<file path="src/rtl/subtractor_pkg.sv">
// Shared definitions for the bit-serial subtractor.
//   state_e       : controller state encoding (IDLE / RUN / DONE)
//   DEFAULT_WIDTH : default operand width in bits
package subtractor_pkg;

  localparam int unsigned DEFAULT_WIDTH = 8;

  typedef enum logic [1:0] {
    IDLE = 2'd0,
    RUN  = 2'd1,
    DONE = 2'd2
  } state_e;

endpackage : subtractor_pkg

</file>
<file path="src/rtl/fs_cell.sv">
// 1-bit full subtractor, purely combinational.
//   x   : minuend bit
//   y   : subtrahend bit
//   bin : borrow in
//   d   : difference bit  x - y - bin
//   bo  : borrow out
module fs_cell (
  input  logic x,
  input  logic y,
  input  logic bin,
  output logic d,
  output logic bo
);

  assign d  = x ^ y ^ bin;
  assign bo = (~x & y) | (~(x ^ y) & bin);

endmodule : fs_cell

</file>
<file path="src/rtl/serial_subtractor_ctrl.sv">
// Bit-serial subtractor controller: computes a - b mod 2^WIDTH one bit per
// cycle, LSB first, through a single full-subtractor cell.
//   clk        : clock, rising edge
//   rst        : synchronous active-high reset
//   start      : begin a subtraction (accepted only in IDLE)
//   a, b       : minuend / subtrahend, captured on an accepted start
//   busy       : high during the WIDTH processing cycles
//   done       : one-cycle pulse when a result is registered
//   diff       : last completed result, held until the next completion
//   borrow_out : final borrow of the last result (a < b unsigned)
module serial_subtractor_ctrl
  import subtractor_pkg::*;
#(
  parameter int unsigned WIDTH = DEFAULT_WIDTH
) (
  input  logic             clk,
  input  logic             rst,
  input  logic             start,
  input  logic [WIDTH-1:0] a,
  input  logic [WIDTH-1:0] b,
  output logic             busy,
  output logic             done,
  output logic [WIDTH-1:0] diff,
  output logic             borrow_out
);

  localparam int unsigned CNT_W = $clog2(WIDTH + 1);

  state_e             state_q;
  logic [WIDTH-1:0]   a_q;
  logic [WIDTH-1:0]   b_q;
  logic [WIDTH-1:0]   res_q;
  logic               borrow_q;
  logic [CNT_W-1:0]   cnt_q;

  logic               cell_d;
  logic               cell_bo;
  logic               last_bit_c;
  logic [WIDTH-1:0]   res_next_c;

  // Single subtractor cell fed by the operand LSBs and the running borrow.
  fs_cell u_fs_cell (
    .x   (a_q[0]),
    .y   (b_q[0]),
    .bin (borrow_q),
    .d   (cell_d),
    .bo  (cell_bo)
  );

  // Counter still holds WIDTH-1 during the final RUN cycle, so it never wraps.
  assign last_bit_c = (cnt_q == CNT_W'(WIDTH - 1));
  // Difference bits enter at the MSB so the LSB ends up at bit 0.
  assign res_next_c = {cell_d, res_q[WIDTH-1:1]};

  // Controller state, datapath and registered outputs.
  always_ff @(posedge clk) begin
    if (rst) begin
      state_q    <= IDLE;
      a_q        <= '0;
      b_q        <= '0;
      res_q      <= '0;
      borrow_q   <= 1'b0;
      cnt_q      <= '0;
      busy       <= 1'b0;
      done       <= 1'b0;
      diff       <= '0;
      borrow_out <= 1'b0;
    end else begin
      case (state_q)
        IDLE: begin
          done <= 1'b0;
          if (start) begin
            a_q      <= a;
            b_q      <= b;
            borrow_q <= 1'b0;
            cnt_q    <= '0;
            busy     <= 1'b1;
            state_q  <= RUN;
          end
        end
        RUN: begin
          res_q    <= res_next_c;
          borrow_q <= cell_bo;
          a_q      <= a_q >> 1;
          b_q      <= b_q >> 1;
          cnt_q    <= cnt_q + CNT_W'(1);
          if (last_bit_c) begin
            busy       <= 1'b0;
            done       <= 1'b1;
            diff       <= res_next_c;
            borrow_out <= cell_bo;
            state_q    <= DONE;
          end
        end
        DONE: begin
          // start is deliberately ignored here; IDLE is always visited first.
          done    <= 1'b0;
          state_q <= IDLE;
        end
        default: begin
          busy    <= 1'b0;
          done    <= 1'b0;
          state_q <= IDLE;
        end
      endcase
    end
  end

endmodule : serial_subtractor_ctrl

</file>
<file path="config.mk">
export PLATFORM = sky130hd
export DESIGN_NAME = serial_subtractor_ctrl
export DESIGN_NICKNAME = d
export VERILOG_FILES = /design/src/rtl/subtractor_pkg.sv /design/src/rtl/fs_cell.sv /design/src/rtl/serial_subtractor_ctrl.sv
export SDC_FILE = /design/constraint.sdc
export NUM_CORES = 1
export LEC_CHECK = 0
export CAP_MARGIN = 10
export CORE_ASPECT_RATIO = 1.4
export CORE_MARGIN = 2
export CORE_UTILIZATION = 35
export CTS_BUF_LIST = sky130_fd_sc_hd__clkbuf_8
export DETAILED_ROUTE_END_ITERATION = 6
export PLACE_DENSITY = 0.53
export REMOVE_ABC_BUFFERS = 1
export SLEW_MARGIN = 20
export SYNTH_ARGS = -nofsm -noshare
export SYNTH_HDL_FRONTEND = slang
export SYNTH_SLANG_ARGS = --single-unit
</file>
<file path="constraint.sdc">
create_clock -name clk -period 1.9 [get_ports clk]
set_input_delay 0.38 -clock clk [delete_from_list [all_inputs] [get_ports clk]]
set_output_delay 0.38 -clock clk [all_outputs]
set_load 0.1 [all_outputs]
</file>
Word level (Yosys, flattened, before mapping):

Cells that the tools add are included.

* register bits after elaboration: 42
* input bits: 19
* output and inout bits: 11

* add/sub/neg operators: 1
* equality and inequality tests: 5
* multiplexer cells: 14
* bitwise operators: 9
* reductions and logical operators: 7

Operators with widths (count)
* $pmux W8 S2: 2
* $mux W8: 2
* $pmux W4 S2: 1
* $reduce_and A2 Y1: 3
* $add A4 B1 Y4 const B: 1
* $eq A4 B3 Y1 const B: 1
* $mux W2: 2
* $mux W4: 1
* $ne A2 B2 Y1 const B: 2
* $not A1 Y1: 4
* $pmux W2 S2: 1
* $mux W1: 3
* $pmux W1 S3: 1
* $reduce_and A3 Y1: 1
* $and A1 B1 Y1: 2
* $eq A2 B1 Y1 const B: 1
* $eq A2 B2 Y1 const B: 1
* $logic_not A2 Y1: 1
* $pmux W1 S2: 1
* $reduce_bool A2 Y1: 1
* $reduce_or A2 Y1: 1
* $xor A1 B1 Y1: 2
* $or A1 B1 Y1: 1

Logic depth before layout (Yosys ltp):

* depth after elaboration: 5
* gate-level depth with buffers: 6

Cells and area by module:

From an unflattened synthesis, not the netlist that was laid out.

* cells, all modules: 189
* area, all modules: 1659.1 µm²

By module, submodules not included
* serial_subtractor_ctrl: instances 1, cells each 185, area each 1627.8 µm²
* fs_cell: instances 1, cells each 4, area each 31.3 µm²

Worst setup path before layout:

OpenSTA, ideal clock, no wires.

* path kind: register to register
* start point: register diff[0] (netlist name)
* end point: register diff[0]
* setup time: 0.071 ns
* data arrival time: 1.319 ns
* setup slack: 0.510 ns
* stages on the path, launching flop included: 3
* path buffers: 0
* clock period less this slack: 1.390 ns
* cells stage by stage: dfxtp_1 -> a21bo_1 -> a21oi_1

RTL lines
* to (signal assigned): RTL line serial_subtractor_ctrl.sv:90 `diff <= res_next_c;`
* to (decl): RTL line serial_subtractor_ctrl.sv:23 `output logic [WIDTH-1:0] diff,`

Worst setup path after layout:

* start point: input start
* end point: register a_q[6]

* longest elaborated chain between the ends: 2

RTL lines
* from (decl): RTL line serial_subtractor_ctrl.sv:18 `input logic start,`
* $ne A2 B2 Y1 (no line)
* $reduce_and A2 Y1 (no line)
* to (signal assigned): RTL line serial_subtractor_ctrl.sv:84 `a_q <= a_q >> 1;`
* to (decl): RTL line serial_subtractor_ctrl.sv:30 `logic [WIDTH-1:0] a_q;`

No other way between the ends.
A chain may end at the register's enable or synchronous reset.

==> out/metrics.yaml <==
layout:
  final_util: 0.451
  final_common_cell: "dfxtp_1"
  final_cell_mix: "41 x dfxtp_1, 26 x nor2_1, 18 x nand2_1, 18 x clkdlybuf4s50_1"
  final_layout_size_suffix_gt1_frac: 0.131
  nNetsFinal: 241
  insertedDiodeCount: 0
  area_growth_pct: 26.2
placed_design:
  dp_hpwl_microns: 2420
  numPortBuffers: 29
  gp_congestion: 0.767
floorplanning:
  num_io_pins: 30
  num_rows: 30
  initial_core_util: 0.357
  coreArea_sq_um: 4800
  die_h_microns: 86.9
  dieArea_sq_um: 5490
  die_x_microns: 63.2
routing:
  post-route-drc-count: 0
  drtIter0Drc: 49
  via_count: 1460
  drtPass1Iterations: 4
  wirelength_microns: 3610
  viasPerCell: 5.12
  routedWlPerCell_microns: 12.7
  ant_nets: 0
yosys:
  synth_top_flop_cell: "dfxtp_1"
  yosysUniqueCellTypes: 34
  ys_warn_count: 0
  synthCells: 193
  ys_ff_latch: 41
  netlist_area_sq_um: 1720
  syn-mean-instance-area_sq_um: 8.89
  async_reset_ff_frac: 0
  synth_enable_flop_cells: 0
  seq_area_frac_synth: 0.478
sta:
  min_period_ps: 1540
  tightest_slew_ps: 498
  slew-limit-headroom: 0.668
  finalCritPeriodShare: 0.811
  rsz0062_at_grt: "no"
  slew_viol_final: 0
  fmax_mhz: 649
  hold_violations: 0
  fin_skew_ps: 6.90
  setup_violations: 0
  hold_slack_ps: 468
grt:
  grt.total_usage: 0.137
  grt_start_max_net_pins: 42
  grt_pass1_wl_microns: 6110
  grt_pass1_vias: 1365
  gr-total-overflow: 0
  antenna_found_initial: 0
power_and_ir_drop:
  p_leak_nw: 0.802
  cellPowerDensity_nw_per_um2: 857
  vdd_drop_max_uv: 472
clock_tree:
  cts_buffer_depth: 2
  clk_pin_slew_worst_paths_ps: 80
  worst_skew_pair.late_latency_ps: 290
  cts-root-buf: "clkbuf_8"
  cts.sinks: 41
  cts_buffers: 5
  htreeDepth: 2
  ctsHoldBuffers: 0
  ctsResizeCount: 0
  cts_tree: "built"
  cts_setup_buffers: 0
worst_hold_path:
  hp-start: "res_q[1]"
  hp-class: "register to register"
  holdPathStages: 2
  whs_endpoint: "res_q[1]"
worst_setup_path:
  r2r_setup_slack_ps: 370
  crit_path_end_kind: "register"
  cp_data_required_time_ps: 2090
  ff2ff_path_depth: 5
  crit_family: "compound AO/OA/AOI/OAI gates"
  cp_max_fo: 14
  critPathLaunchType: "input port"
  critPathKind: "input port to register"
  critical_path_arrival_ps: 1730
  regToRegStartpoint: "cnt_q[0]"
  r2r-end: "borrow_out"
  cp_slowest_stage_delay_ps: 620
  worst-path-buf-inv: 1
  crit_slowest_cell: "clkdlybuf4s50_1"
  crit_path_cell_trace: "clkdlybuf4s50_1 -> o21ba_2 -> nor2_1 -> a211oi_1"
job:
  drv_cap: 0
run_status:
  status: "completed"
[report_power, final]
group	internal (W)	total [W]	switching, W
clock	0.000423	0.000720	0.000297
combinational	0.000102	0.000210	0.000108
sequential	0.000898	0.000926	0.0000281
total	0.00142	0.00186	0.000433
[how the worst max path moves through the flow]
| stage | start | end | depth (start not counted) |
|---|---|---|---|
| 3_3_place_gp | start | a_q[4] | 4 |
| 2_1_floorplan | state_q[0] | borrow_out | 3 |
| 4_1_cts | cnt_q[0] | borrow_out | 5 |
| 6_report | start | a_q[6] | 4 |
| 3_5_place_dp | start | a_q[6] | 4 |
| 5_1_grt | state_q[0] | borrow_out | 4 |
[Yosys cell counts (3+ instances only)]
| library cell | instances | share of area |
|---|---|---|
| nand3_1 | 10 | 0.029 |
| o22ai_1 | 8 | 0.029 |
| inv_1 | 3 | 0.0066 |
| nor2_1 | 26 | 0.057 |
| dfxtp_1 | 41 | 0.48 |
| a21bo_1 | 8 | 0.047 |
| nand2_1 | 18 | 0.039 |
| a211oi_1 | 15 | 0.066 |
| clkbuf_1 | 6 | 0.013 |
| a22oi_1 | 3 | 0.013 |
| o2bb2ai_1 | 6 | 0.031 |
| buf_2 | 7 | 0.020 |
| a21oi_1 | 17 | 0.050 |
[metal layers]
layer | vias up | GRT usage | part of all wire
met3 | 5 | 0.0323 | 0.044
met4 | 0 | 0.0356 | 0.011
met5 | - | 0 | 0
met2 | 30 | 0.248 | 0.50
li1 | 737 | - | -
met1 | 688 | 0.164 | 0.45
[tightest hold or removal path, delay by kind of cell, from the launching register on]
family | cells | cell delay (ps)
DFF | 1 | 320
and+or+nand+nor | 1 | 50
AOI/OAI and AO/OA | 1 | 60
[logic make-up after synthesis]
| group | share of synthesized area |
|---|---|
| AOI/OAI and AO/OA | 0.279 |
| buffers and inverters | 0.0641 |
| adders and majority gates | 0.0189 |
| DFF | 0.478 |
| and+or+nand+nor | 0.160 |
[layout make-up]
cell class                      count  area (sq um)
Clock inverter                      2          33.8
Fill cell                         516          2640
Tap cell                           64          80.1
Multi-Input combinational cell    131           786
Sequential cell                    41           821
Inverter                            4          15.0
Clock buffer                        6          82.6
Timing Repair Buffer               37           348
[flip-flops by register name, summed over array words and instances, names as in the netlist, 2 cells and up]
| name | flops |
|---|---|
| a_q | 8 |
| res_q | 7 |
| state_q | 2 |
| cnt_q | 4 |
| b_q | 8 |
| diff | 8 |
[metrics by stage]
stage	total power [W]	cell area, sq um	TNS (ps)	std cells	setup slack (ps)
final	0.00186	2170	0	285	359
after global routing	0.00193	2170	0	285	213
after CTS	0.00188	2170	0	285	344
after detailed placement	0.00116	2050	0	277	85.0
after global placement	0.00115	2050	0	277	147
after floorplan	0.00105	1620	-689	176	-140
(Power assumes the default switching activity.)
